File: config.mk
export PLATFORM = sky130hd
export DESIGN_NAME = ram_arbiter
export DESIGN_NICKNAME = d
export VERILOG_FILES = /design/src/rtl/ram_arbiter_pkg.sv /design/src/rtl/ram_arbiter.sv
export SDC_FILE = /design/constraint.sdc
export NUM_CORES = 1
export LEC_CHECK = 0
export ABC_AREA = 0
export BUFFER_PORTS_ARGS = -buffer_cell sky130_fd_sc_hd__buf_4
export CAP_MARGIN = 20
export CELL_PAD_IN_SITES_DETAIL_PLACEMENT = 0
export CELL_PAD_IN_SITES_GLOBAL_PLACEMENT = 1
export CORE_MARGIN = 2
export CORE_UTILIZATION = 34
export DETAILED_ROUTE_END_ITERATION = 10
export PLACE_DENSITY_LB_ADDON = 0.1
export SLEW_MARGIN = 0
export SYNTH_ARGS = -nofsm -noshare
export SYNTH_HDL_FRONTEND = slang
export SYNTH_SLANG_ARGS = --single-unit
File: constraint.sdc
create_clock -name clk -period 4.6 [get_ports clk]
set_input_delay 0.92 -clock clk [delete_from_list [all_inputs] [get_ports clk]]
set_output_delay 0.92 -clock clk [all_outputs]
set_load 0.01 [all_outputs]
File: src/rtl/ram_arbiter_pkg.sv
// ram_arbiter_pkg: shared RAM port types and arbiter state encodings.
package ram_arbiter_pkg;
  typedef logic [31:0] ram_addr_t;
  typedef logic [31:0] ram_data_t;
  typedef enum logic {CHIP_DISABLE = 1'b0, CHIP_ENABLE = 1'b1} chip_status_t;
  typedef enum logic {RST_ENABLE = 1'b0, RST_DISABLE = 1'b1} reset_status_t;
  typedef enum logic [1:0] {ARB_IDLE, ARB_ACCESS, ARB_RESP} arb_state_t;
  typedef enum logic [1:0] {GRANT_NONE, GRANT_IF, GRANT_DM} arb_grant_t;
  localparam logic [3:0] SEL_ALL = 4'b1111;
endpackage

File: src/rtl/ram_arbiter.sv
// ram_arbiter: shares one RAM port between instruction fetch and MEM-stage data,
// with fixed wait states, registered responses and bounded data bursts.
module ram_arbiter
  import ram_arbiter_pkg::*;
#(
  parameter int WAIT_STATES    = 1,
  parameter int DATA_BURST_MAX = 2
) (
  input  logic          clk,
  input  reset_status_t rst,
  input  logic          if_req_i,
  input  ram_addr_t     if_addr_i,
  output ram_data_t     if_data_o,
  output logic          if_ack_o,
  input  chip_status_t  dm_ce_i,
  input  logic          dm_we_i,
  input  logic [3:0]    dm_sel_i,
  input  ram_addr_t     dm_addr_i,
  input  ram_data_t     dm_data_i,
  output ram_data_t     dm_data_o,
  output logic          dm_ack_o,
  output chip_status_t  ram_ce_o,
  output logic          ram_we_o,
  output logic [3:0]    ram_sel_o,
  output ram_addr_t     ram_addr_o,
  output ram_data_t     ram_data_o,
  input  ram_data_t     ram_data_i,
  output logic          stall_req_o
);
  localparam int BW = 4;
  arb_state_t   state_q, state_d;
  arb_grant_t   grant_q, grant_d;
  logic [2:0]   wait_q, wait_d;
  logic [BW-1:0] burst_q, burst_d;
  chip_status_t ce_q, ce_d;
  logic         we_q, we_d;
  logic [3:0]   sel_q, sel_d;
  ram_addr_t    addr_q, addr_d;
  ram_data_t    wdata_q, wdata_d;
  ram_data_t    if_data_q, if_data_d, dm_data_q, dm_data_d;
  logic         if_ack_q, if_ack_d, dm_ack_q, dm_ack_d;
  logic         dm_pend, burst_full;
  assign dm_pend    = dm_ce_i == CHIP_ENABLE;
  assign burst_full = burst_q >= BW'(DATA_BURST_MAX);
  always_comb begin
    state_d   = state_q;
    grant_d   = grant_q;
    wait_d    = wait_q;
    burst_d   = burst_q;
    ce_d      = ce_q;
    we_d      = we_q;
    sel_d     = sel_q;
    addr_d    = addr_q;
    wdata_d   = wdata_q;
    if_data_d = if_data_q;
    dm_data_d = dm_data_q;
    if_ack_d  = 1'b0;
    dm_ack_d  = 1'b0;
    case (state_q)
      ARB_IDLE: begin
        burst_d = if_req_i ? burst_q : '0;
        // data wins ties until it has used up its burst allowance
        if (dm_pend && !(if_req_i && burst_full)) begin
          state_d = ARB_ACCESS;
          grant_d = GRANT_DM;
          ce_d    = CHIP_ENABLE;
          we_d    = dm_we_i;
          sel_d   = dm_sel_i;
          addr_d  = dm_addr_i;
          wdata_d = dm_data_i;
          wait_d  = 3'(WAIT_STATES);
          burst_d = if_req_i ? burst_q + 1'b1 : '0;
        end else if (if_req_i) begin
          state_d = ARB_ACCESS;
          grant_d = GRANT_IF;
          ce_d    = CHIP_ENABLE;
          we_d    = 1'b0;
          sel_d   = SEL_ALL;
          addr_d  = if_addr_i;
          wdata_d = '0;
          wait_d  = 3'(WAIT_STATES);
          burst_d = '0;
        end
      end
      ARB_ACCESS: begin
        wait_d = wait_q - 3'd1;
        if (wait_q == '0) begin
          state_d   = ARB_RESP;
          grant_d   = GRANT_NONE;
          wait_d    = '0;
          ce_d      = CHIP_DISABLE;
          we_d      = 1'b0;
          sel_d     = '0;
          addr_d    = '0;
          wdata_d   = '0;
          if_ack_d  = grant_q == GRANT_IF;
          dm_ack_d  = grant_q == GRANT_DM;
          if_data_d = grant_q == GRANT_IF ? ram_data_i : if_data_q;
          dm_data_d = (grant_q == GRANT_DM && !we_q) ? ram_data_i : dm_data_q;
        end
      end
      default: state_d = ARB_IDLE;
    endcase
  end
  always_ff @(posedge clk) begin
    if (rst == RST_ENABLE) begin
      state_q   <= ARB_IDLE;
      grant_q   <= GRANT_NONE;
      wait_q    <= '0;
      burst_q   <= '0;
      ce_q      <= CHIP_DISABLE;
      we_q      <= 1'b0;
      sel_q     <= '0;
      addr_q    <= '0;
      wdata_q   <= '0;
      if_data_q <= '0;
      dm_data_q <= '0;
      if_ack_q  <= 1'b0;
      dm_ack_q  <= 1'b0;
    end else begin
      state_q   <= state_d;
      grant_q   <= grant_d;
      wait_q    <= wait_d;
      burst_q   <= burst_d;
      ce_q      <= ce_d;
      we_q      <= we_d;
      sel_q     <= sel_d;
      addr_q    <= addr_d;
      wdata_q   <= wdata_d;
      if_data_q <= if_data_d;
      dm_data_q <= dm_data_d;
      if_ack_q  <= if_ack_d;
      dm_ack_q  <= dm_ack_d;
    end
  end
  assign ram_ce_o    = ce_q;
  assign ram_we_o    = we_q;
  assign ram_sel_o   = sel_q;
  assign ram_addr_o  = addr_q;
  assign ram_data_o  = wdata_q;
  assign if_data_o   = if_data_q;
  assign dm_data_o   = dm_data_q;
  assign if_ack_o    = if_ack_q;
  assign dm_ack_o    = dm_ack_q;
  assign stall_req_o = (rst != RST_ENABLE) && ((dm_pend && !dm_ack_q) || (if_req_i && !if_ack_q));
endmodule

==> summary.md, run 1 <==
| Metric | Value |
|---|---|
| # rows | `45` |
| Critical-path top delay cell | `and2_1` |
| Compound-cell area share of the yosys netlist | `21.3%` |
| Placer congestion estimate | `0.774` |
| # diodes | `0` |
| Register Area | `2940 sq um` |
| Crit Path Class | `in -> out` |
| Top Ports | `274` |
| Later-pin clock latency in the skew report | `0.41 ns` |
| Grt met2 use | `32.8%` |
| Synth cell types | `36` |
| Wirelength per Cell | `15.4 microns` |
| # Post-CTS Setup Buffers | `0` |
| DRC | `0` |
| Synth area leader | `dfxtp_1` |
| CP peak stage delay | `0.16 ns` |
| Yosys warnings | `0` |
| Overall Power | `3.18 mW` |
| FF-to-FF Start | `state_q[0]$_SDFFE_PN0P_` |
| First-pass GRT wire length | `24.7 mm` |
| 1st-pass router iterations | `6` |
| CP Max Fanout | `6` |
| Hold Buf Count CTS | `0` |
| Htree depth | `4` |
| Tot GR Track Use | `19.1%` |
| Total CTS buffers | `17` |
| Core footprint | `15100 sq um` |
| RSZ-0062 raised after global routing | `no` |
| Initial antenna violation count | `0` |
| Routed WL | `15.8 mm` |
| Most common cell after layout, fill and taps aside | `buf_4` |
| Fin Setup TNS | `0 ns` |
| Part of the cycle the worst path needs | `54.1%` |
| Root buffer cell | `clkbuf_16` |
| Post-CTS sizing | `0` |
| Placed instance count | `995` |
| Cells after synthesis | `568` |
| Power Density | `399 nW/um^2` |
| Setup Viol. Count Final | `0` |
| Cell mode on critical path | `buf_4` |
| Reg2Reg Depth | `6` |
| Highest Clock Rate | `402 MHz` |
| Fin crit period | `2.49 ns` |
| Largest net degree at the start of global routing | `54` |
| Routing usage on met3 | `6.68%` |
| Worst-path cell chain | `buf_4 -> inv_1 -> o22ai_1 -> and2_1 -> buf_4` |
| Longest Clk Path Bufs | `2` |
| Die Area | `16300 sq um` |
| Post-synthesis net count | `707` |
| Worst-Margin Slew | `1.11 ns` |
| Mean Syn Cell Area | `9.16 sq um` |
| Top post-synthesis cells by area | `dfxtp_1 57%, nand2_1 11%, a21oi_1 7.4%` |
| Share of cells above drive strength 1 | `38.6%` |
| Worst VDD drop | `0.234 mV` |
| Final hold viol count | `0` |
| Simple-gate share of the synthesized area | `17.0%` |
| Vias per inst | `4.94` |
| Fin cells | `1028` |
| DIE HEIGHT | `128 microns` |
| Iteration-0 DRC count of the detailed router | `310` |
| Outcome | `finished, final reports clean` |
| Reg-to-reg slack, setup | `2.32 ns` |
| IO Port Bufs | `273` |
| # Max-Cap Violations | `0` |
| Post-DP HPWL | `11.0 mm` |
| Gr busiest metal | `met2` |
| Grt total ovfl | `0` |
| Vias in the first global route | `4935` |
| Crit. End Element | `output port` |
| Hold Path End | `if_data_o[24]$_SDFFE_PN0P_` |
| # clock sinks | `147` |
| Commonest non-fill, non-tap cells in the layout | `282 x buf_4, 155 x nand2_1, 147 x dfxtp_1` |
| Synth top area share | `56.6%` |
| R2R Path End | `dm_data_o[17]$_SDFFE_PN0P_` |
| Vias post-DR | `5078` |
| Seq/Total Area, Yosys | `56.6%` |
| Flops & latches, synth | `147` |
| Startpoint Class | `primary input` |
| Area occupied by multi-input gates | `2040 sq um` |
| Worst min path class | `reg -> reg` |
| Max Slew Vio Count | `0` |
| Nets | `966` |
| Hold-critical path depth | `2` |
| DIE WIDTH | `128 microns` |
| Family with the most delay on the worst path | `buffers and inverters` |
| Share of synthesized cell area in full adder, half adder and majority cells | `0.481%` |
| Hold Startpoint | `if_data_o[24]$_SDFFE_PN0P_` |
| Cell area after synthesis | `5200 sq um` |
| Clock Skew | `0.00778 ns` |
| CTS clock-pin slew for the worst setup and hold paths | `0.06 ns` |
| Post-synthesis mux area share | `0%` |
| Critical Path AT | `1.57 ns` |
| Crit path buf inv count | `3` |
| Synth-to-layout area growth | `53.2%` |
| Largest family of logic cells by synthesized area | `compound AO/OA/AOI/OAI gates` |
| M1 GR Usage | `23.1%` |
| Max_slew headroom | `25.7%` |
| LEAKAGE | `3.51 nW` |
| Antenna Violating Nets Remaining | `0` |
| TritonCTS clock tree | `yes` |
| Synth Area in XOR/XNOR | `0%` |
| CP Data Required Time | `3.68 ns` |
| Fill count | `1426` |
| Initial core utilization | `34.5%` |
==> layer usage <==
| layer | vias to the layer above | wire length [microns] |
|---|---|---|
| li1 | 2511 | - |
| met1 | 2396 | 6810 |
| met2 | 163 | 7780 |
| met3 | 8 | 1090 |
| met4 | 0 | 120 |
| met5 | - | 0 |
==> through the flow <==
stage          hold slack, ns  area [sq um]  setup WS [ns]  util [%]
6_report                0.454          7970           2.11      52.8
5_1_grt                 0.468          7970           1.98      52.8
4_1_cts                 0.455          7940           1.92      52.6
3_5_place_dp            0.447          7360           1.69      48.8
3_3_place_gp            0.438          7360           1.78      48.8
2_1_floorplan           0.423          5200           2.31         -
==> layout make-up <==
type | count | share of cell area [%]
clock inverters | 11 | 1.37
clock buffers | 21 | 5.90
repair buffers | 283 | 26.9
well taps | 188 | 2.95
inverters | 6 | 0.298
flip-flops and latches | 147 | 36.9
multi-input cells | 372 | 25.6
==> cells by family after synthesis <==
family,Yosys count
compound gates,157
fa+ha+maj,2
buf+inv,49
flops,147
simple gates,213
==> power breakdown <==
group,switching (mW),internal [mW],total [mW],leakage [nW]
clock network,0.505,0.834,1.34,0.296
logic,0.224,0.229,0.453,2.02
registers,0.0450,1.35,1.39,1.20
total,0.774,2.41,3.18,3.51
==> registers in the layout (all words and copies together), names as in the netlist <==
register and count:
dm_data_o 32, if_data_o 32, ram_addr_o 32, ram_data_o 32
burst_q 4, ram_sel_o 4, wait_q 3, grant_q 2
state_q 2, dm_ack_o 1, if_ack_o 1, ram_ce_o 1
ram_we_o 1
==> worst min-delay path, delay by kind of cell, from the launching register on <==
family | cells | cell delay [ns]
flops | 1 | 0.31
compound gates | 1 | 0.05
simple gates | 1 | 0.05
==> Yosys cell counts (all sizes together) <==
cell type  number
nor3b           2
a21oi          77
nand4           2
a22oi           1
nand3           5
o21ai           9
a32oi          10
buf            27
a222oi         22
nand2b          2
nor4            1
or3b            1
ha              2
inv             6
nand4b          1
nor3            5
nand2         155
nor2b           1
a22o           33
a221oi          1
or3             2
dfxtp         147
o41a            1
and2            3
or2             1
a2111oi         2
o22ai           1
nor2           31
and3            1
clkbuf         16
==> worst max-delay path by stage <==
stage                     slack [ns]                          end  cells after the start               startpoint
final                           2.11                  stall_req_o                      5                 if_req_i
after global routing            1.98   ram_addr_o[1]$_SDFFE_PN0P_                      6                      rst
after CTS                       1.92   dm_data_o[17]$_SDFFE_PN0P_                      5  state_q[0]$_SDFFE_PN0P_
after detailed placement        1.69   ram_addr_o[1]$_SDFFE_PN0P_                      6                      rst
after global placement          1.78  ram_data_o[14]$_SDFFE_PN0P_                      5                      rst
after floorplan                 2.31                  stall_req_o                      2                      rst
No activity file was read; power rests on OpenSTA's default activity.
==> run 2, diff against run 1 <==
CORE_UTILIZATION = 32   (was 34)
clock period = 2.39 ns   (was 4.6 ns; I/O delays follow)
==> run 2 against run 1 <==
  * Clock skew decreased by 0.0012 ns
  * Via count is the same
  * Register-to-register slack worse by 2.0 ns
  * Sequential power rose by 92%
  * Hold slack got worse by 0.21 ns
  * Clock-buffer cell count unchanged
  * Critical path type is now reg -> reg
  * Critical endpoint is now ram_addr_o[9]$_SDFFE_PN0P_
==> summary.md, run 2 (synthesis gave the netlist of run 1 again) <==
| Metric | Value |
|---|---|
| Longest Clk Path Bufs | `2` |
| Outcome | `finished, final reports clean` |
| 1st-pass router iterations | `7` |
| Fill count | `1548` |
| Hold Startpoint | `dm_addr_i[5]` |
| Grt total ovfl | `0` |
| Antenna Violating Nets Remaining | `0` |
| Core footprint | `15900 sq um` |
| # Post-CTS Setup Buffers | `0` |
| Total CTS buffers | `17` |
| Post-CTS sizing | `0` |
| Largest net degree at the start of global routing | `54` |
| Fin Setup TNS | `0 ns` |
| Post-DP HPWL | `11.6 mm` |
| Hold Path End | `ram_addr_o[5]$_SDFFE_PN0P_` |
| Vias per inst | `4.80` |
| Critical Path AT | `2.45 ns` |
| Worst-Margin Slew | `1.08 ns` |
| First-pass GRT wire length | `26.2 mm` |
| # clock sinks | `147` |
| CTS clock-pin slew for the worst setup and hold paths | `0.06 ns` |
| Routed WL | `16.5 mm` |
| Share of cells above drive strength 1 | `38.6%` |
| RSZ-0062 raised after global routing | `no` |
| Reg2Reg Depth | `5` |
| Clock Skew | `0.00663 ns` |
| TritonCTS clock tree | `yes` |
| IO Port Bufs | `273` |
| Initial core utilization | `32.7%` |
| Crit Path Class | `reg -> reg` |
| Vias post-DR | `5078` |
| Commonest non-fill, non-tap cells in the layout | `285 x buf_4, 155 x nand2_1, 147 x dfxtp_1` |
| Reg-to-reg slack, setup | `0.29 ns` |
| Crit. End Element | `register` |
| Fin crit period | `2.10 ns` |
| DIE HEIGHT | `131 microns` |
| Worst min path class | `in -> reg` |
| R2R Path End | `ram_addr_o[9]$_SDFFE_PN0P_` |
| Wirelength per Cell | `15.6 microns` |
| Synth-to-layout area growth | `55.9%` |
| Setup Viol. Count Final | `0` |
| Hold-critical path depth | `3` |
| DRC | `0` |
| Die Area | `17300 sq um` |
| FF-to-FF Start | `state_q[1]$_SDFFE_PN0P_` |
| # rows | `46` |
| # Max-Cap Violations | `0` |
| Most common cell after layout, fill and taps aside | `buf_4` |
| Placer congestion estimate | `0.746` |
| CP Max Fanout | `24` |
| LEAKAGE | `3.55 nW` |
| Htree depth | `4` |
| Power Density | `812 nW/um^2` |
| Initial antenna violation count | `0` |
| Iteration-0 DRC count of the detailed router | `326` |
| Part of the cycle the worst path needs | `87.9%` |
| # diodes | `0` |
| Nets | `969` |
| Tot GR Track Use | `18.8%` |
| Worst VDD drop | `0.491 mV` |
| Root buffer cell | `clkbuf_16` |
| DIE WIDTH | `131 microns` |
| Final hold viol count | `0` |
| Vias in the first global route | `5124` |
| Max_slew headroom | `28.2%` |
| Highest Clock Rate | `476 MHz` |
| Max Slew Vio Count | `0` |
| CP Data Required Time | `2.74 ns` |
| Top Ports | `274` |
| Overall Power | `6.58 mW` |
| Hold Buf Count CTS | `0` |
| Startpoint Class | `register` |
| Later-pin clock latency in the skew report | `0.42 ns` |
==> run 2: changes by cell type in the layout (fill, tap and decap cells not counted) <==
cell / previous run / this run
buf_16: 1 / 0
clkinvlp_4: 0 / 1
bufinv_16: 2 / 6
buf_4: 282 / 285
buf_12: 0 / 1
clkinv_2: 9 / 2
==> run 2: worst max-delay path by stage <==
| stage | from | cells after the start | endpoint | slack (ns) |
|---|---|---|---|---|
| floorplan | burst_q[1]$_SDFFE_PN0N_ | 6 | ram_addr_o[31]$_SDFFE_PN0P_ | 0.70 |
| global placement | if_req_i | 5 | ram_addr_o[29]$_SDFFE_PN0P_ | 0.09 |
| detailed placement | if_req_i | 5 | ram_addr_o[16]$_SDFFE_PN0P_ | 0.02 |
| CTS | state_q[1]$_SDFFE_PN0P_ | 5 | ram_addr_o[9]$_SDFFE_PN0P_ | 0.27 |
| global route | state_q[1]$_SDFFE_PN0P_ | 5 | ram_addr_o[16]$_SDFFE_PN0P_ | 0.06 |
| finish | state_q[1]$_SDFFE_PN0P_ | 5 | ram_addr_o[9]$_SDFFE_PN0P_ | 0.29 |
==> run 2: per-stage QoR <==
step	util, %	setup slack (ns)	hold slack, ns	std cells	area [sq um]
4_1_cts	51.1	0.268	0.225	1057	8110
5_1_grt	51.1	0.0616	0.233	1057	8110
2_1_floorplan	-	0.696	0.423	568	5200
3_5_place_dp	46.8	0.0156	0.439	1027	7440
3_3_place_gp	46.8	0.0871	0.437	1027	7440
6_report	51.1	0.288	0.242	1057	8110
==> run 2: metal layers <==
layer	global-route usage (%)	share of wire [%]
met3	6.64	7.9
met4	7.19	2.3
met5	0	0
met2	32.1	49
met1	21.6	41
==> run 2: power by group <==
group / internal [mW] / total, mW / leakage, nW / switching (mW)
combinational: 0.449 / 0.887 / 2.03 / 0.438
clock: 2.03 / 3.02 / 0.325 / 0.992
sequential: 2.59 / 2.67 / 1.20 / 0.0847
total: 5.07 / 6.58 / 3.55 / 1.51
==> run 2: final cells by class <==
class                      count  area, sq um  share of cell area (%)
inverter                       6         23.8                   0.293
sequential                   147         2940                    36.3
timing repair buffer         286         2160                    26.6
multi-input combinational    372         2040                    25.2
tap                          216          270                    3.33
clock buffer                  21          470                    5.80
clock inverter                 9          201                    2.48
==> run 2: critical path, cell delays in order, from the launching register on <==
cell and delay (ns):
dfxtp_1 0.49, nor2b_1 0.09, buf_4 0.17, a22oi_2 0.84, a222oi_1 0.29, nor2_1 0.14
==> run 3, diff against run 2 <==
clock period = 2 ns   (was 2.39 ns; I/O delays follow)
==> run 3 against run 2 <==
  * Combinational power is 25% higher
  * Fmax is 19% higher
  * Critical path depth is 3 higher
  * Core utilization is 0.27 points higher
  * Flip-flop and latch count stayed put
==> summary.md, run 3 (synthesis gave the netlist of run 1 again) <==
| Metric | Value |
|---|---|
| DIE WIDTH | `131 microns` |
| Fin Setup TNS | `0 ns` |
| Later-pin clock latency in the skew report | `0.41 ns` |
| Part of the cycle the worst path needs | `88.3%` |
| Worst min path class | `in -> reg` |
| # diodes | `0` |
| Crit Path Class | `reg -> reg` |
| Grt total ovfl | `0` |
| Iteration-0 DRC count of the detailed router | `278` |
| Top Ports | `274` |
| 1st-pass router iterations | `10` |
| Outcome | `finished, final reports clean` |
| Final hold viol count | `0` |
| Fin crit period | `1.77 ns` |
| Setup Viol. Count Final | `0` |
| Worst VDD drop | `0.645 mV` |
| CP Data Required Time | `2.27 ns` |
| Initial antenna violation count | `0` |
| DIE HEIGHT | `131 microns` |
| IO Port Bufs | `273` |
| Worst-path cell chain | `inv_1 -> ha_1 -> nor4_1 -> buf_4 -> a2111oi_4 -> buf_12 -> a222oi_1 -> nor2_1` |
| Core footprint | `15900 sq um` |
| Antenna Violating Nets Remaining | `0` |
| DRC | `0` |
| Longest Clk Path Bufs | `2` |
| Clock Skew | `0.00930 ns` |
| Synth-to-layout area growth | `56.7%` |
| Commonest non-fill, non-tap cells in the layout | `283 x buf_4, 155 x nand2_1, 147 x dfxtp_1` |
| Highest Clock Rate | `566 MHz` |
| Critical Path AT | `2.03 ns` |
| LEAKAGE | `3.57 nW` |
| Hold Buf Count CTS | `0` |
| # rows | `46` |
| Htree depth | `4` |
| Max_slew headroom | `54.4%` |
| Most common cell after layout, fill and taps aside | `buf_4` |
| Post-layout instance area | `8150 sq um` |
| Post-DP HPWL | `11.6 mm` |
| First-pass GRT wire length | `26.5 mm` |
| Max Slew Vio Count | `0` |
| CP peak stage delay | `0.35 ns` |
| Share of cells above drive strength 1 | `38.8%` |
| Startpoint Class | `register` |
| Worst-Margin Slew | `0.684 ns` |
| Wirelength per Cell | `15.6 microns` |
| Critical-path top delay cell | `dfxtp_1` |
| CTS clock-pin slew for the worst setup and hold paths | `0.06 ns` |
| CP Max Fanout | `33` |
| Vias in the first global route | `5178` |
| Total CTS buffers | `17` |
| Fill count | `1534` |
| Post-layout util | `51.3%` |
| Initial core utilization | `32.7%` |
| Nets | `972` |
| Root buffer cell | `clkbuf_16` |
| # Post-CTS Setup Buffers | `0` |
| Dpl cell area | `7520 sq um` |
| Routed WL | `16.6 mm` |
| Largest net degree at the start of global routing | `64` |
| Power Density | `941 nW/um^2` |
| TritonCTS clock tree | `yes` |
| Die Area | `17300 sq um` |
| Vias post-DR | `5132` |
| RSZ-0062 raised after global routing | `no` |
| Vias per inst | `4.83` |
| # clock sinks | `147` |
| # Max-Cap Violations | `0` |
| Post-CTS sizing | `0` |
| Crit. End Element | `register` |
| Tot GR Track Use | `18.9%` |
| Placer congestion estimate | `0.712` |
[run 3: per-stage QoR]
step                      setup WS, ns  instances  hold slack (ns)  total power [mW]
after CTS                        0.244       1062            0.153              7.77
after detailed placement         0.257       1030            0.446              4.37
after global routing            0.0814       1062            0.161              7.99
after floorplan                  0.306        568            0.423              3.74
final                            0.234       1062            0.171              7.68
after global placement           0.306       1030            0.438              4.35
[run 3: worst paths after layout]
path	cells after the start	to	slack [ns]	startpoint
min	3	ram_addr_o[4]$_SDFFE_PN0P_	0.17	dm_addr_i[4]
max	8	ram_addr_o[20]$_SDFFE_PN0P_	0.23	burst_q[0]$_SDFFE_PN0N_
max reg2reg	8	ram_addr_o[20]$_SDFFE_PN0P_	0.23	burst_q[0]$_SDFFE_PN0N_
min reg2reg	2	dm_data_o[11]$_SDFFE_PN0P_	0.45	dm_data_o[11]$_SDFFE_PN0P_
[run 3: worst max-delay path: cells and delay by family, from the launching register on]
family / cells / cell delay (ns)
compound gates: 2 / 0.37
buf+inv: 3 / 0.44
simple gates: 2 / 0.26
flops: 1 / 0.35
fa+ha+maj: 1 / 0.20
[run 3: cell type report]
| class | count | area [sq um] | share of cell area [%] |
|---|---|---|---|
| Clock buffer | 23 | 478 | 5.86 |
| Clock inverter | 9 | 151 | 1.86 |
| Inverter | 6 | 23.8 | 0.292 |
| Multi-Input combinational cell | 372 | 2040 | 25.0 |
| Sequential cell | 147 | 2940 | 36.1 |
| Tap cell | 216 | 270 | 3.31 |
| Timing Repair Buffer | 289 | 2240 | 27.5 |
[run 3: metal layers]
metal	GRT usage [%]	part of all wire, %
met1	21.9	41
met2	32.3	50
met3	7.06	7.6
met4	6.04	1.4
met5	0	0
[run 3: power by group]
group          switching (mW)  total, mW  leakage, nW  internal (mW)
Clock                    1.19       3.37        0.307           2.19
Sequential             0.0986       3.19         1.20           3.09
Combinational           0.539       1.11         2.06          0.570
